**config.mk**
```make
export PLATFORM = sky130hd
export DESIGN_NAME = systolic_feeder
export DESIGN_NICKNAME = d
export VERILOG_FILES = /design/src/rtl/systolic_feeder.sv
export SDC_FILE = /design/constraint.sdc
export NUM_CORES = 1
export LEC_CHECK = 0
export CAP_MARGIN = 0
export CORE_MARGIN = 1.5
export CORE_UTILIZATION = 50
export DETAILED_ROUTE_END_ITERATION = 8
export MAX_ROUTING_LAYER = met4
export PLACE_DENSITY = 0.72
export REMOVE_ABC_BUFFERS = 1
export SYNTH_ARGS = -nofsm -noshare
export SYNTH_HDL_FRONTEND = slang
export SYNTH_SLANG_ARGS = --single-unit
```
**constraint.sdc**
```tcl
create_clock -name clk -period 2.71 [get_ports clk]
set_clock_uncertainty 0.05 [all_clocks]
set_input_delay 0.4065 -clock clk [delete_from_list [all_inputs] [get_ports clk]]
set_output_delay 0.4065 -clock clk [all_outputs]
set_load 0.02 [all_outputs]
```
**src/rtl/systolic_feeder.sv**
```systemverilog
// systolic_feeder: serial operand loader and skewed replay front-end for the
// systolic array. X and Y words arrive SW bits per beat (LSB-first), are
// assembled into D_W-bit words, stored lane-major in N banks of depth K, and
// replayed with a one-cycle skew per lane.
module systolic_feeder #(
    parameter int D_W = 8,
    parameter int N   = 2,
    parameter int K   = 2,
    parameter int SW  = 1
) (
    input  logic             clk,
    input  logic             rst,
    input  logic [SW-1:0]    ser_x,
    input  logic [SW-1:0]    ser_y,
    input  logic             load_valid,
    output logic             load_ready,
    input  logic             start,
    input  logic             reuse,
    input  logic             clear,
    output logic             busy,
    output logic             full,
    output logic             done,
    output logic [N-1:0]     out_valid,
    output logic [N*D_W-1:0] out_x_flat,
    output logic [N*D_W-1:0] out_y_flat,
    output logic             out_init
);

    localparam int BEATS = D_W / SW;
    localparam int BW    = (BEATS > 1) ? $clog2(BEATS) : 1;
    localparam int AW    = (K > 1) ? $clog2(K) : 1;
    localparam int LW    = $clog2(N);
    localparam int FW    = $clog2(K + N);

    localparam logic [BW-1:0] BEAT_LAST = BW'(BEATS - 1);
    localparam logic [AW-1:0] ADDR_LAST = AW'(K - 1);
    localparam logic [LW-1:0] LANE_LAST = LW'(N - 1);
    localparam logic [FW-1:0] FEED_LAST = FW'(K + N - 1);

    typedef enum logic {
        IDLE = 1'b0,
        FEED = 1'b1
    } state_t;

    state_t         state_q, state_d;
    logic [BW-1:0]  beat_q,  beat_d;
    logic [AW-1:0]  addr_q,  addr_d;
    logic [LW-1:0]  lane_q,  lane_d;
    logic           full_q,  full_d;
    logic [D_W-1:0] shx_q,   shx_d;
    logic [D_W-1:0] shy_q,   shy_d;
    logic [FW-1:0]  fcnt_q,  fcnt_d;
    logic           reuse_q, reuse_d;
    logic           done_q,  done_d;
    logic           init_q,  init_d;
    logic           wr_en;

    logic [D_W-1:0] asm_x;
    logic [D_W-1:0] asm_y;

    // Operand storage; contents are only ever read while full is set.
    logic [D_W-1:0] bank_x_q [N][K];
    logic [D_W-1:0] bank_y_q [N][K];

    // New beat enters at the MSB end so the first beat ends up in the LSBs.
    assign asm_x = D_W'({ser_x, shx_q} >> SW);
    assign asm_y = D_W'({ser_y, shy_q} >> SW);

    assign load_ready = (state_q == IDLE) && !full_q;
    assign busy       = (state_q == FEED);
    assign full       = full_q;
    assign done       = done_q;
    assign out_init   = init_q;

    // Next-state and counter logic: loading and clear in IDLE, replay timing in FEED.
    always_comb begin
        state_d = state_q;
        beat_d  = beat_q;
        addr_d  = addr_q;
        lane_d  = lane_q;
        full_d  = full_q;
        shx_d   = shx_q;
        shy_d   = shy_q;
        fcnt_d  = fcnt_q;
        reuse_d = reuse_q;
        done_d  = 1'b0;
        init_d  = 1'b0;
        wr_en   = 1'b0;
        case (state_q)
            IDLE: begin
                if (clear) begin
                    beat_d = '0;
                    addr_d = '0;
                    lane_d = '0;
                    shx_d  = '0;
                    shy_d  = '0;
                    full_d = 1'b0;
                end else if (start && full_q) begin
                    state_d = FEED;
                    fcnt_d  = '0;
                    reuse_d = reuse;
                end else if (load_valid && !full_q) begin
                    shx_d = asm_x;
                    shy_d = asm_y;
                    if (beat_q == BEAT_LAST) begin
                        beat_d = '0;
                        wr_en  = 1'b1;
                        if (addr_q == ADDR_LAST) begin
                            addr_d = '0;
                            if (lane_q == LANE_LAST) begin
                                lane_d = '0;
                                full_d = 1'b1;
                            end else begin
                                lane_d = lane_q + 1'b1;
                            end
                        end else begin
                            addr_d = addr_q + 1'b1;
                        end
                    end else begin
                        beat_d = beat_q + 1'b1;
                    end
                end
            end
            FEED: begin
                init_d = (fcnt_q == '0);
                if (fcnt_q == FEED_LAST) begin
                    state_d = IDLE;
                    done_d  = 1'b1;
                    fcnt_d  = '0;
                    if (!reuse_q) begin
                        full_d = 1'b0;
                        beat_d = '0;
                        addr_d = '0;
                        lane_d = '0;
                        shx_d  = '0;
                        shy_d  = '0;
                    end
                end else begin
                    fcnt_d = fcnt_q + 1'b1;
                end
            end
            default: state_d = IDLE;
        endcase
    end

    // Control and assembly registers with synchronous reset.
    always_ff @(posedge clk) begin
        if (rst) begin
            state_q <= IDLE;
            beat_q  <= '0;
            addr_q  <= '0;
            lane_q  <= '0;
            full_q  <= 1'b0;
            shx_q   <= '0;
            shy_q   <= '0;
            fcnt_q  <= '0;
            reuse_q <= 1'b0;
            done_q  <= 1'b0;
            init_q  <= 1'b0;
        end else begin
            state_q <= state_d;
            beat_q  <= beat_d;
            addr_q  <= addr_d;
            lane_q  <= lane_d;
            full_q  <= full_d;
            shx_q   <= shx_d;
            shy_q   <= shy_d;
            fcnt_q  <= fcnt_d;
            reuse_q <= reuse_d;
            done_q  <= done_d;
            init_q  <= init_d;
        end
    end

    // Bank write of a completed word pair, lane-major order.
    always_ff @(posedge clk) begin
        if (wr_en && !rst) begin
            bank_x_q[lane_q][addr_q] <= asm_x;
            bank_y_q[lane_q][addr_q] <= asm_y;
        end
    end

    // Per-lane skewed replay: lane g presents word (fcnt - g) while that index is in 0..K-1.
    for (genvar g = 0; g < N; g++) begin : g_lane
        int             t;
        logic           in_win;
        logic [AW-1:0]  rd_addr;
        logic           vld_q;
        logic [D_W-1:0] x_q;
        logic [D_W-1:0] y_q;

        // Window decode for this lane from the shared feed counter.
        always_comb begin
            t       = int'(fcnt_q) - g;
            in_win  = (state_q == FEED) && (t >= 0) && (t < K);
            rd_addr = AW'(t);
        end

        // Registered lane output; zero outside the lane's window.
        always_ff @(posedge clk) begin
            if (rst) begin
                vld_q <= 1'b0;
                x_q   <= '0;
                y_q   <= '0;
            end else if (in_win) begin
                vld_q <= 1'b1;
                x_q   <= bank_x_q[g][rd_addr];
                y_q   <= bank_y_q[g][rd_addr];
            end else begin
                vld_q <= 1'b0;
                x_q   <= '0;
                y_q   <= '0;
            end
        end

        assign out_valid[g]              = vld_q;
        assign out_x_flat[g*D_W +: D_W]  = x_q;
        assign out_y_flat[g*D_W +: D_W]  = y_q;
    end

endmodule

```
==> After elaboration in Yosys (flattened, before gate mapping) <==
Memory sizes are Yosys's and may differ from the RTL's.
Cells that the tools add are included.
{ "word_totals": {"register_bits": 62, "word_cells": 142, "input_bits": 8, "mem_count": 2, "ramBits": 64} }
{ "classes": {"n_mux": 71, "n_addsub": 5, "reduce_logical": 21, "eq_ne": 11, "order_cmp": 8, "bitwise_logic": 7} }
{ "mem_list": {"columns": ["memory", "words", "width", "read_ports", "rd_ports_with_merged_regs", "write_ports", "line_no", "rtl"], "rows": [
  ["bank_x_q", 2, 16, 2, 0, 1, "62", "logic [D_W-1:0] bank_x_q [N][K];"],
  ["bank_y_q", 2, 16, 2, 0, 1, "63", "logic [D_W-1:0] bank_y_q [N][K];"]
]} }
{ "ops": {"columns": ["operator", "count"], "rows": [
  ["8-bit two-way mux", 21],
  ["8-bit one-hot mux with 2 select lines", 2],
  ["1-bit two-way mux", 31],
  ["3-bit two-way mux", 6],
  ["16-bit two-way mux", 1],
  ["1-bit logical AND", 9],
  ["3-bit inequality test (second input constant)", 3],
  ["8-bit demux with 1-bit select", 1],
  ["1-bit one-hot mux with 2 select lines", 4],
  ["7-bit AND reduction", 1],
  ["2-bit >= comparator (second input constant)", 3],
  ["2-bit two-way mux", 3],
  ["3-bit by 2-bit inequality test with 1-bit output (second input constant)", 2],
  ["1-bit inverter with 2-bit output", 3],
  ["3-bit one-hot mux with 2 select lines", 1],
  ["6-bit AND reduction", 1],
  ["2-bit OR reduction", 3],
  ["5-bit AND reduction", 1],
  ["2-bit by 1-bit inequality test with 1-bit output (second input constant)", 2],
  ["2-bit inequality test (second input constant)", 2],
  ["1-bit inverter", 4],
  ["2-bit one-hot mux with 2 select lines", 1],
  ["4-bit AND reduction", 1],
  ["3-bit by 1-bit adder with 3-bit output (second input constant)", 1],
  ["other kinds (14)", 16]
]} }

==> Depth between registers and ports, before layout <==
{ "depth": {"ltp_word": 9, "depth_mapped": 7, "mapped_depth_nobuf": 5} }

==> Least setup slack after synthesis <==
OpenSTA, ideal clock, no wires.
{ "synth_timing": {"kind": "reg-to-reg", "from": "register state_q (netlist: busy)", "to": "memory bank_x_q[0][0] (netlist bit) (enable)", "path_buffers": 1, "setup_slack_ns": 0.507, "setup_ns": 0.388, "arrival_ns": 1.765, "t_required_ns": 2.272, "path_stages_with_launch": 5, "cell_sequence": "dfxtp_1 buf_6 nor4b_2 nand4b_1 nor2_1"} }
{ "synth_via": {"elab_chain_len": 4} }
{ "synth_rtl": {"columns": ["item", "line_no", "rtl"], "rows": [
  ["from (decl)", "45", "state_t state_q, state_d;"],
  ["from (signal assigned)", "161", "state_q <= state_d;"],
  ["1-bit two-way mux", "89", "case (state_q)"],
  ["1-bit logical AND", "177", "if (wr_en && !rst) begin"],
  ["1-bit two-way mux", "177", null],
  ["16-bit two-way mux (implied by the code)", "178", "bank_x_q[lane_q][addr_q] <= asm_x;"],
  ["to (decl)", "62", null]
]} }
No other way between the ends.

==> Worst setup path after layout <==
{ "layout_timing": {"from": "register state_q (netlist: busy)", "to": "output busy"} }
{ "layout_rtl": {"columns": ["item", "line_no", "rtl"], "rows": [
  ["to (decl)", "20", "output logic busy,"]
]} }
No word-level cell between the ends.

==> results.md <==
* Post-CTS sizing at 0
* Port bufs at 46
* CP delay by family, top: buffers and inverters
* CTS Buf Count at 17
* Initial Util at 51.4%
* Die height at 97.7 um
* Critical path launch point type: flip-flop
* Util after Layout at 64.2%
* Commonest cells after routing, fill and taps aside: 64 x edfxtp_1, 59 x dfxtp_1, 46 x clkdlybuf4s50_1
* Non-Filler Instances at 489
* Worst skew pair latency at 0.51 ns
* Vias in the first global route at 2545
* First-pass DRT Iterations at 5
* Clock slew at reported path FFs at 0.06 ns
* Ys flop type: edfxtp_1
* Hold_ws at 0.429 ns
* Setup CP Type: flip-flop to output port
* Fin worst setup slack at 0.568 ns
* Worst Tran Pin Value at 0.644 ns
* Placer Congestion at 0.783
* Worst IR Drop VDD at 0.386 mV
* FF+latch area at 3120 sq um
* # Post-CTS Setup Buffers at 0
* Final ANT Viol Nets at 0
* # rows at 34
* Most common cell after layout, fill and taps aside: edfxtp_1
* Yosys cell types at 40
* Fmax at 467 MHz
* Vias post-DR at 2509
* Remaining Overflow, GRT at 0
* Synthesized flop and latch total at 124
* Data required time of the worst path at 2.25 ns
* Antenna violations before repair at 0
* Fin crit period at 2.14 ns
* Clock sinks at 124
* Status: completed
* R2R Setup Slk at 0.81 ns
* MaxCap Viol Count at 0
* Top Ports at 47
* Power Density at 769 nW/um^2
* CP max-delay cell: clkdlybuf4s50_1
* CP cell instances: clkdlybuf4s50_1
* Synthesis-to-finish area growth at 24.7%
* All-Layer GR Usage at 18.0%
* Largest net degree at the start of global routing at 34
* Remaining DRCs at 0
* Syn avg cell area at 14.4 sq um
* CTS Hold Bufs at 0
* Async S/R FF share, synth at 0%
* Synthesis Warnings at 0
* Seq/Total Area, Yosys at 69.6%
* Static Leakage at 1.98 nW
* Worst rel slew slack at 57.1%
* Cell total after placement at 457
* DRT iter0 DRCs at 86
* Die area at 9550 sq um
* First-pass GRT wire length at 12.7 mm
* Setup TNS Final at 0 ns
* Final Instance Area at 5600 sq um
* Layout cell share with drive strength beyond 1 at 16.0%
* Max Transition Viols Final at 0
* TritonCTS clock tree: built
* CP arrival at 1.69 ns
* Pre-CTS setup slack at 0.420 ns
* Buf+Inv Stages, Crit Path at 1
* Clock Path Buffers at 2
* Final period utilization at 79.0%
* Total wire length at 7.57 mm
* EDFF count, synth at 64
* Core area at 8720 sq um
* CP endpoint kind: output port
* Multi-input gate area at 1180 sq um
* Vias per inst at 5.13
* Worst stage delay on the critical path at 0.67 ns
* Dpl hpwl at 4.51 mm
* Mapped Area at 4490 sq um
* Worst hold path type: flip-flop to flip-flop
* Worst-path fanout max at 10
* Placed inst area at 5000 sq um
* CTS H-tree depth at 4
* Final setup fails at 0
* Antenna cells at 0
* Die width at 97.7 um
* CTS root buf: clkbuf_8
* Routed WL per cell at 15.5 um
* Unrepaired setup endpoints after global routing: no
* Final nets at 380
* Fillers at 642
* Fin. Hold Viols at 0
* Design Power at 4.30 mW
* Post-synthesis cell count at 312
sequential cells by signal, summed over array words and instances (netlist names), 3 cells and up:
name / flops
shx_q: 7
g_lane.x_q: 16
bank_y_q: 32
shy_q: 7
bank_x_q: 32
g_lane.y_q: 16
beat_q: 3
synth_stat cells, types with 3 or more instances:
cell      count  share of area (%)
buf_2         6               0.67
nor2_1       41                3.4
nand3b_1      7                1.2
o21bai_2      3               0.75
inv_1         7               0.59
nand2_1       4               0.33
or2b_2        9                1.8
ha_1          4                1.1
a21oi_1       3               0.33
dfxtp_1      60                 27
o21bai_1      9                1.5
buf_4         3               0.50
nor4_1       12                1.7
clkbuf_8      4                1.2
mux2i_1      37                8.3
nand2b_1      9                1.3
edfxtp_1     64                 43
logic make-up (layout without fill, tap and decap cells):
kind of cell / Yosys count / after routing / synth area share, %
AO/OA/AOI/OAI: 24 / 24 / 4.43
flip-flops: 124 / 124 / 69.6
adder cells (fa/ha/maj): 4 / 4 / 1.12
buffers and inverters: 25 / 94 / 3.99
multiplexers: 37 / 37 / 8.25
AND/OR/NAND/NOR: 98 / 98 / 12.6
report_power, final:
group / switching, mW / internal [mW] / leakage (nW)
Sequential: 0.00731 / 1.97 / 1.12
Clock: 0.800 / 1.43 / 0.291
Combinational: 0.0579 / 0.0447 / 0.562
path summary, 6_finish.rpt:
check,endpoint,depth (start not counted),startpoint
hold / removal,beat_q[1],2,beat_q[1]
setup reg to reg,shx_q[7],4,busy
setup / recovery,busy,1,busy
hold reg to reg,beat_q[1],2,beat_q[1]
cell type report:
cell class                 instances  share of cell area, %
clock buffer                      18                   7.65
clock inverter                    14                   3.02
inverter                           7                  0.470
multi-input combinational        163                   21.2
sequential                       124                   55.8
tap                              108                   2.42
timing repair buffer              55                   9.44
metal layers:
metal | track usage (%) | part of all wire (%) | wire, um | up-vias
li1 | - | - | - | 1230
met1 | 22.0 | 46 | 3450 | 1216
met2 | 27.1 | 49 | 3700 | 52
met3 | 6.23 | 4.0 | 306 | 11
met4 | 7.80 | 1.4 | 108 | 0
met5 | - | 0 | 0 | -
(Power assumes the default switching activity.)
